## config.mk

```make
export PLATFORM = sky130hd
export DESIGN_NAME = ram_stream_reader
export DESIGN_NICKNAME = d
export VERILOG_FILES = /design/src/rtl/ram_stream_reader_pkg.sv /design/src/rtl/ram_stream_reader_fifo.sv /design/src/rtl/ram_stream_reader.sv
export SDC_FILE = /design/constraint.sdc
export NUM_CORES = 1
export LEC_CHECK = 0
export ABC_CLOCK_PERIOD_IN_PS = 2350
export BUFFER_PORTS_ARGS = -buffer_cell sky130_fd_sc_hd__buf_2
export CAP_MARGIN = 20
export CELL_PAD_IN_SITES_DETAIL_PLACEMENT = 1
export CELL_PAD_IN_SITES_GLOBAL_PLACEMENT = 1
export CORE_ASPECT_RATIO = 1.4
export CORE_MARGIN = 4
export CORE_UTILIZATION = 43
export CTS_CLUSTER_DIAMETER = 30
export DETAILED_ROUTE_END_ITERATION = 10
export PLACE_DENSITY = 0.85
export REMOVE_ABC_BUFFERS = 1
export SLEW_MARGIN = 20
export SYNTH_ARGS = -nofsm -noshare
export SYNTH_HDL_FRONTEND = slang
export SYNTH_SLANG_ARGS = --single-unit
export TNS_END_PERCENT = 30
```

## constraint.sdc

```tcl
create_clock -name clk -period 2.35 [get_ports clk]
set_clock_uncertainty 0.1 [all_clocks]
set_input_delay 0.1175 -clock clk [delete_from_list [all_inputs] [get_ports clk]]
set_output_delay 0.1175 -clock clk [all_outputs]
set_load 0.05 [all_outputs]
```

## src/rtl/ram_stream_reader_pkg.sv

```systemverilog
// Shared state encoding and output-FIFO sizing
// for the RAM-to-stream burst reader.
package ram_stream_reader_pkg;

    typedef enum logic [1:0] {
        IDLE  = 2'd0,
        RUN   = 2'd1,
        DRAIN = 2'd2
    } state_t;

    localparam int FIFO_DEPTH = 4;
    localparam int PTR_W      = 2;
    localparam int CNT_W      = 3;

    localparam logic [CNT_W-1:0] FIFO_FULL = CNT_W'(FIFO_DEPTH);

endpackage

```

## src/rtl/ram_stream_reader_fifo.sv

```systemverilog
// Four-entry output FIFO holding {last, data} beats
// between the RAM read pipeline and the stream port.
module stream_fifo4
    import ram_stream_reader_pkg::*;
#(
    parameter int W = 33
) (
    input  logic             clk,
    input  logic             rst,
    input  logic             push,
    input  logic [W-1:0]     din,
    input  logic             pop,
    output logic [W-1:0]     dout,
    output logic             valid,
    output logic [CNT_W-1:0] count
);

    logic [W-1:0]     mem [FIFO_DEPTH];
    logic [PTR_W-1:0] wr_ptr;
    logic [PTR_W-1:0] rd_ptr;
    logic             do_push;
    logic             do_pop;

    assign valid   = (count != '0);
    assign do_pop  = pop && valid;
    assign do_push = push && (count != FIFO_FULL);
    assign dout    = mem[rd_ptr];

    always_ff @(posedge clk) begin
        if (do_push) mem[wr_ptr] <= din;
    end

    always_ff @(posedge clk or posedge rst) begin
        if (rst) begin
            wr_ptr <= '0;
            rd_ptr <= '0;
            count  <= '0;
        end else begin
            if (do_push) wr_ptr <= wr_ptr + PTR_W'(1);
            if (do_pop)  rd_ptr <= rd_ptr + PTR_W'(1);
            unique case ({do_push, do_pop})
                2'b10:   count <= count + CNT_W'(1);
                2'b01:   count <= count - CNT_W'(1);
                default: count <= count;
            endcase
        end
    end

endmodule

```

## src/rtl/ram_stream_reader.sv

```systemverilog
// Reads a burst of words from a synchronous RAM port
// and replays them as a valid/ready stream with tlast.
module ram_stream_reader
    import ram_stream_reader_pkg::*;
#(
    parameter int DWIDTH = 32,
    parameter int AWIDTH = 9,
    parameter int RD_LAT = 1
) (
    input  logic              clk,
    input  logic              rst,
    input  logic              start,
    input  logic [AWIDTH-1:0] base_addr,
    input  logic [AWIDTH:0]   len,
    output logic              busy,
    output logic              done,
    output logic              ram_en,
    output logic              ram_we,
    output logic [AWIDTH-1:0] ram_addr,
    input  logic [DWIDTH-1:0] ram_dout,
    output logic [DWIDTH-1:0] m_tdata,
    output logic              m_tvalid,
    input  logic              m_tready,
    output logic              m_tlast
);

    state_t              state_q;
    state_t              state_d;
    logic [AWIDTH-1:0]   addr_q;
    logic [AWIDTH:0]     rem_q;
    logic [RD_LAT-1:0]   vld_sr;
    logic [RD_LAT-1:0]   last_sr;
    logic                done_q;
    logic                done_d;
    logic [CNT_W-1:0]    inflight;
    logic [CNT_W-1:0]    fifo_cnt;
    logic                fifo_valid;
    logic [DWIDTH:0]     fifo_dout;
    logic                issue;
    logic                last_issue;
    logic                pop;
    logic                tlast_hs;

    always_comb begin
        inflight = '0;
        for (int i = 0; i < RD_LAT; i++)
            inflight = inflight + CNT_W'(vld_sr[i]);
    end

    // Credit check keeps every issued read guaranteed a FIFO slot
    assign issue      = (state_q == RUN) &&
                        ((inflight + fifo_cnt) < FIFO_FULL);
    assign last_issue = issue && (rem_q == (AWIDTH+1)'(1));
    assign pop        = fifo_valid && m_tready;
    assign tlast_hs   = pop && fifo_dout[DWIDTH];

    assign busy     = (state_q != IDLE);
    assign done     = done_q;
    assign ram_en   = busy;
    assign ram_we   = 1'b0;
    assign ram_addr = addr_q;
    assign m_tvalid = fifo_valid;
    assign m_tdata  = fifo_dout[DWIDTH-1:0];
    assign m_tlast  = fifo_valid && fifo_dout[DWIDTH];

    always_comb begin
        state_d = state_q;
        done_d  = 1'b0;
        unique case (state_q)
            IDLE: begin
                if (start) begin
                    if (len != '0) state_d = RUN;
                    else           done_d  = 1'b1;
                end
            end
            RUN: begin
                if (last_issue) state_d = DRAIN;
            end
            DRAIN: begin
                if (tlast_hs) begin
                    state_d = IDLE;
                    done_d  = 1'b1;
                end
            end
            default: state_d = IDLE;
        endcase
    end

    always_ff @(posedge clk or posedge rst) begin
        if (rst) begin
            state_q <= IDLE;
            done_q  <= 1'b0;
            addr_q  <= '0;
            rem_q   <= '0;
            vld_sr  <= '0;
            last_sr <= '0;
        end else begin
            state_q <= state_d;
            done_q  <= done_d;
            if (state_q == IDLE && start) begin
                addr_q <= base_addr;
                rem_q  <= len;
            end else if (issue) begin
                addr_q <= addr_q + AWIDTH'(1);
                rem_q  <= rem_q - (AWIDTH+1)'(1);
            end
            vld_sr[0]  <= issue;
            last_sr[0] <= last_issue;
            for (int i = 1; i < RD_LAT; i++) begin
                vld_sr[i]  <= vld_sr[i-1];
                last_sr[i] <= last_sr[i-1];
            end
        end
    end

    stream_fifo4 #(
        .W(DWIDTH + 1)
    ) u_fifo (
        .clk  (clk),
        .rst  (rst),
        .push (vld_sr[RD_LAT-1]),
        .din  ({last_sr[RD_LAT-1], ram_dout}),
        .pop  (pop),
        .dout (fifo_dout),
        .valid(fifo_valid),
        .count(fifo_cnt)
    );

endmodule

```

==> qor.yml, run 1 <==
worstMarginPinSlew_ns: 0.540
period_minus_slack_ns: 2.19
cts.sinks: 163
placeableCoreArea_um2: 15100
run_status: "finished, final reports clean"
p_sw_mw: 5.34
cts_resized: 0
r2r-start: "u_fifo.count[1]"
max-cap-violations: 0
placementRows: 53
comb_power_share_pct: 42.8
ys_dominant_reg_cell: "edfxtp_1"
ant_nets: 0
final.setup.tns_ns: 0
fin_hold_ws_ns: 0.0409
synth_seq_cells: 163
met2_usage_pct: 34.5
relSlewSlack_pct: 63.9
drc: 0
pre_cts_ws_ns: 0.332
crit_path_max_fanout: 32
ys_seq_area_share_pct: 71.3
p_leak_nw: 3.21
synthToLayoutAreaGrowth_pct: 28.9
avgRoutedWirePerCell_um: 21.3
io_pins: 102
utilization_pct: 56.7
vdd_drop_max_mv: 0.865
hold_violations: 0
first_pass_iters: 4
drive_above_1_share_pct: 36.3
start_kind: "flop"
grt_start_max_net_pins: 33
numPortBuffers: 100
cts_buffer_depth: 2
path_cells: "buf_12 > mux4_2 > buf_2"
die_h_um: 155
p_sw_share_pct: 42.6
vias: 3962
synthCells: 366
cts_tree: "done"
fmax_mhz: 457
h-tree-depth: 4
worst_slack_ns: 0.162
wirelength_um: 15700
hold_buffers: 52
crit_start: "u_fifo.rd_ptr[0]"
gp_congestion: 0.798
busiest_layer: "met2"
finalMaxSlewViolations: 0
clk_pin_slew_worst_paths_ns: 0.07
dpl.hpwl_um: 9970
min_path_type: "input port to flop"
drt-initial-drc-count: 206
synth_edf_count: 132
die_area_um2: 17500
crit_slowest_cell: "mux4_2"
insertion_delay_ns: 0.42
clock_power_share_pct: 21.6
globalRouteMet1Util_pct: 21.7
grt.total_usage_pct: 18.8
initial_core_util_pct: 44.0
grt_overflow: 0
die_width_um: 113
critical_path_arrival_ns: 1.97
crit_family: "multiplexers"
finalSetupViolCount: 0
yosysWarnings: 0
gr-usage-met3_pct: 4.47
powerDensity_nw_per_um2: 1460
fin_nets: 596
design_area_um2: 8570
timing_worst_setup_path_type: "flop to primary output"
worst_setup_path_end_kind: "primary output"
placed_area_um2: 7460
p_seq_share_pct: 35.6
cts_root_buf: "clkbuf_16"
rsz0062_at_grt: "false"
synth.distinct_cells: 52
grt_pass1_vias: 4477
vias_per_cell: 5.38
cts_setup_buffers: 0
numCtsBuffers: 17
avgSynthCellArea_um2: 18.2
grt_pass1_wl_um: 25000
async_reset_ff_share_pct: 19.0
hold_start: "start"
antenna_found_initial: 0
timing.critical_path.buf_inv: 2
p_int_mw: 7.20
period_share_pct: 93.1
required_ns: 2.13
n_antenna_cell: 0
cp_slowest_stage_delay_ns: 0.58
synthesis.area_um2: 6650
==> per-layer routing <==
layer / vias to the layer above / routed length, um
met5: - / 0
li1: 1788 / -
met4: 0 / 214
met3: 16 / 749
met2: 130 / 8670
met1: 2028 / 6060
==> layout make-up <==
class | instances | area (um2)
Clock buffer | 17 | 425
Clock inverter | 15 | 164
Fill cell | 1405 | 6550
Inverter | 16 | 62.6
Multi-Input combinational cell | 171 | 1760
Sequential cell | 163 | 4740
Tap cell | 192 | 240
Timing Repair Buffer | 163 | 1180
==> cells in the final DEF (no fill, tap or decap), types with 4 or more instances in the layout <==
cell type | Yosys | layout
dlygate4sd3_1 | 0 | 52
buf_12 | 0 | 6
nor3_1 | 11 | 11
mux2i_1 | 7 | 7
ha_1 | 8 | 8
clkbuf_16 | 0 | 17
inv_1 | 15 | 15
nand2_1 | 14 | 14
edfxtp_1 | 132 | 132
buf_4 | 3 | 5
dfrtp_1 | 31 | 29
a221o_1 | 8 | 8
nor2_1 | 16 | 16
buf_2 | 5 | 100
nor4_1 | 5 | 5
mux2_2 | 4 | 4
xor2_1 | 4 | 4
inv_8 | 0 | 6
nand3_1 | 10 | 10
and2_2 | 0 | 4
mux2_4 | 4 | 4
mux4_2 | 33 | 33
==> registers in the layout, summed over array words and instances, names as in the netlist <==
name           count
state_q            2
ram_addr           9
rem_q             10
done               1
u_fifo.wr_ptr      2
u_fifo.rd_ptr      2
last_sr            1
u_fifo.count       3
u_fifo.mem       132
vld_sr             1
==> worst min-delay path, stage by stage <==
cell and delay [ns]:
buf_2 0.12, or3b_2 0.19, a21oi_1 0.07
==> power by group through the flow <==
stage / Clock (mW) / Combinational (mW) / Sequential, mW
final: 2.71 / 5.37 / 4.47
after global placement: 0 / 5.18 / 4.39
after global routing: 2.91 / 5.71 / 4.54
after detailed placement: 0 / 5.31 / 4.50
after CTS: 2.76 / 5.44 / 4.46
after floorplan: 0 / 3.48 / 4.82
==> final timing paths <==
check | endpoint | slack (ns) | depth (start not counted)
worst max-delay path | m_tdata[6] | 0.16 | 3
worst min-delay path | done | 0.04 | 3
worst max register to register | u_fifo.mem[1][14] | 0.26 | 5
worst min register to register | u_fifo.mem[3][32] | 0.41 | 0
max in group asynchronous | u_fifo.rd_ptr[1] | 1.61 | 4
min in group asynchronous | ram_addr[1] | 0.22 | 4
==> stage by stage <==
stage / std cells / total power [mW]
CTS: 737 / 12.7
global route: 737 / 13.2
floorplan: 350 / 8.29
finish: 737 / 12.5
global placement: 653 / 9.57
detailed placement: 653 / 9.81
==> cell families after synthesis <==
family                   count (synthesis)  synth area share (%)
AO/OA/AOI/OAI                           32                  4.05
XOR/XNOR                                 7                 0.922
adder cells (fa/ha/maj)                  9                  1.81
buffers and inverters                   32                  2.33
flip-flops                             163                  71.3
multiplexers                            48                  13.8
other                                    1                0.0564
AND/OR/NAND/NOR                         74                  5.76
==> synth_stat cells, drive strengths merged (3+ instances only) <==
master / number / area (um2)
a221o: 8 / 80.1
a31oi: 3 / 18.8
and2: 5 / 31.3
buf: 10 / 70.1
clkbuf: 6 / 22.5
dfrtp: 31 / 776
edfxtp: 132 / 3960
ha: 8 / 100
inv: 16 / 62.6
mux2: 8 / 105
mux2i: 7 / 70.1
mux4: 33 / 743
nand2: 14 / 52.6
nand3: 10 / 50.1
nor2: 16 / 60.1
nor3: 11 / 55.1
nor4: 5 / 31.3
o21ai: 5 / 36.3
or3: 3 / 20.0
xnor2: 3 / 26.3
xor2: 4 / 35.0
Power figures use the tool's default switching activity.
==> run 2, diff against run 1 <==
--- a/config.mk
+++ b/config.mk
@@ -10,11 +10,12 @@
 export CAP_MARGIN = 20
 export CELL_PAD_IN_SITES_DETAIL_PLACEMENT = 1
 export CELL_PAD_IN_SITES_GLOBAL_PLACEMENT = 1
-export CORE_ASPECT_RATIO = 1.4
+export CORE_ASPECT_RATIO = 0.7
 export CORE_MARGIN = 4
 export CORE_UTILIZATION = 43
 export CTS_CLUSTER_DIAMETER = 30
 export DETAILED_ROUTE_END_ITERATION = 10
+export GPL_TIMING_DRIVEN = 0
 export PLACE_DENSITY = 0.85
 export REMOVE_ABC_BUFFERS = 1
 export SLEW_MARGIN = 20
==> run 2 against run 1 <==
Routed wire length increased by 11%. Register-to-register slack lost 0.18 ns. Global-route usage rose by 1.9 points. Critical path type is now flop to flop.
==> qor.yml, run 2 (synthesized netlist as in run 1, its figures left out) <==
run_status: "finished, final reports clean"  # unchanged
numCtsBuffers: 17  # unchanged
cts_root_buf: "clkbuf_16"  # unchanged
ant_nets: 0  # unchanged
register_area_um2: 4740  # about the same
period_share_pct: 96.4  # was 93.1%
powerDensity_nw_per_um2: 1500  # was 1460 nW/um2
synthToLayoutAreaGrowth_pct: 30.0  # was 28.9%
p_leak_nw: 3.22  # was 3.21 nW
rsz0062_at_grt: "false"  # unchanged
vias_per_cell: 5.58  # was 5.38
worstMarginPinSlew_ns: 1.00  # was 0.540 ns
relSlewSlack_pct: 33.2  # was 63.9%
hold_violations: 0  # unchanged
r2r_setup_slack_ns: 0.08  # was 0.26 ns
first_pass_iters: 5  # was 4
numPortBuffers: 100  # unchanged
multi_input_area_um2: 1780  # was 1760 um2
cts_buffer_depth: 2  # unchanged
cts_tree: "done"  # unchanged
fill_cells: 1399  # was 1,405
start_kind: "flop"  # unchanged
largest_reg_flops: 132  # unchanged
path_cells: "nor3_1 > nand3_1 > mux2_4 > a221o_1"  # was buf_12 > mux4_2 > buf_2
placed_area_um2: 7430  # was 7460 um2
finalMaxSlewViolations: 0  # unchanged
worst_setup_path_end_kind: "flop"  # was primary output
crit_family: "simple AND/OR/NAND/NOR gates"  # was multiplexers
p_sw_share_pct: 41.8  # was 42.6%
final_common_cell: "edfxtp_1"  # unchanged
placedCellCount: 650  # was 653
drt-initial-drc-count: 314  # was 206
min_path_type: "input port to flop"  # unchanged
p_int_mw: 7.54  # was 7.20 mW
dpl.hpwl_um: 9960  # was 9970 um
io_pins: 102  # unchanged
initial_core_util_pct: 44.6  # was 44.0%
n_antenna_cell: 0  # unchanged
avgRoutedWirePerCell_um: 23.5  # was 21.3 um
regMostFlops: "u_fifo.mem"  # unchanged
design_area_um2: 8650  # was 8570 um2
timing.critical_path.buf_inv: 0  # was 2
fin_nets: 597  # was 596
p_sw_mw: 5.42  # was 5.34 mW
crit_slowest_cell: "nor3_1"  # was mux4_2
placementRows: 37  # was 53
fmax_mhz: 441  # was 457 MHz
cp_slowest_stage_delay_ns: 0.72  # was 0.58 ns
die_h_um: 112  # was 155 um
die_width_um: 157  # was 113 um
gp_congestion: 0.804  # was 0.798
insertion_delay_ns: 0.42  # about the same
comb_power_share_pct: 42.7  # was 42.8%
drive_above_1_share_pct: 36.4  # was 36.3%
crit_path_max_fanout: 6  # was 32
finalPower_mw: 13.0  # was 12.5 mW
clock_power_share_pct: 22.0  # was 21.6%
clk_pin_slew_worst_paths_ns: 0.07  # about the same
wirelength_um: 17400  # was 15,700 um
h-tree-depth: 4  # unchanged
grt_pass1_vias: 4615  # was 4,477
utilization_pct: 58.0  # was 56.7%
required_ns: 2.55  # was 2.13 ns
placeableCoreArea_um2: 14900  # was 15,100 um2
final_cell_mix: "132 x edfxtp_1, 100 x buf_2, 53 x dlygate4sd3_1"  # was 132 x edfxtp_1, 100 x buf_2, 52 x dlygate4sd3_1
grt.total_usage_pct: 20.7  # was 18.8%
period_minus_slack_ns: 2.27  # was 2.19 ns
die_area_um2: 17600  # was 17,500 um2
critical_path_arrival_ns: 2.46  # was 1.97 ns
vias: 4132  # was 3,962
layoutNonFillerInstCount: 741  # was 737
cts.sinks: 163  # unchanged
max-cap-violations: 0  # unchanged
grt_pass1_wl_um: 27300  # was 25,000 um
timing_worst_setup_path_type: "flop to flop"  # was flop to primary output
p_seq_share_pct: 35.3  # was 35.6%
grt_start_max_net_pins: 32  # was 33
grt_overflow: 0  # unchanged
fin_hold_ws_ns: 0.106  # was 0.0409 ns
finalSetupViolCount: 0  # unchanged
vdd_drop_max_mv: 0.719  # was 0.865 mV
antenna_found_initial: 0  # unchanged
drc: 0  # unchanged
-- run 2: changes by cell type in the layout (fill, tap and decap cells not counted), moves of 2 or more --
cell        delta
inv_8          -6
clkinv_8       -3
clkinv_4       -2
inv_6          +3
bufinv_16      +3
clkinvlp_4     +4
-- run 2: final timing paths --
check / startpoint / end / cells after the start
setup / recovery: rem_q[2] / rem_q[8] / 4
hold / removal: m_tready / u_fifo.rd_ptr[0] / 3
setup reg to reg: rem_q[2] / rem_q[8] / 4
hold reg to reg: last_sr / u_fifo.mem[1][32] / 0
max in group asynchronous: rst / u_fifo.rd_ptr[0] / 3
min in group asynchronous: rst / ram_addr[5] / 3
-- run 2: metal layers --
metal | share of wire, % | GRT usage (%)
met2 | 53 | 36.5
met5 | 0 | 0
met1 | 40 | 25.7
met4 | 2.1 | 7.17
met3 | 4.2 | 3.89
-- run 2: final cells by class --
class / count / area share, %
clock inverter: 14 / 2.04
sequential: 163 / 54.9
tap: 195 / 2.82
multi-input combinational: 171 / 20.6
clock buffer: 18 / 4.96
inverter: 16 / 0.723
timing repair buffer: 164 / 14.0
-- run 2: power groups by stage --
stage	clock [mW]	sequential, mW	combinational, mW
finish	2.85	4.58	5.54
global route	3.06	4.63	5.82
CTS	2.87	4.52	5.46
detailed placement	0	4.72	5.05
global placement	0	4.72	4.73
floorplan	0	4.82	3.48
-- run 2: repair_timing --
action                                 CTS  global route
gates cloned                             0             0
setup buffers                            4             2
pin swaps                                0             1
hold buffers                            53             0
setup endpoints to repair               53             5
resized for setup                        2             1
endpoints found under the hold margin  180             0
-- run 2: metrics by stage --
stage | setup WS, ns | setup TNS, ns
2_1_floorplan | -0.330 | -4.96
3_3_place_gp | -0.970 | -101.65
3_5_place_dp | 0.0168 | 0
4_1_cts | 0.0543 | 0
5_1_grt | 0.0345 | 0
6_report | 0.0837 | 0
-- run 2: tightest hold or removal path, cell delays in order --
cell and delay [ns]:
buf_2 0.12, o31a_1 0.18, xor2_1 0.17
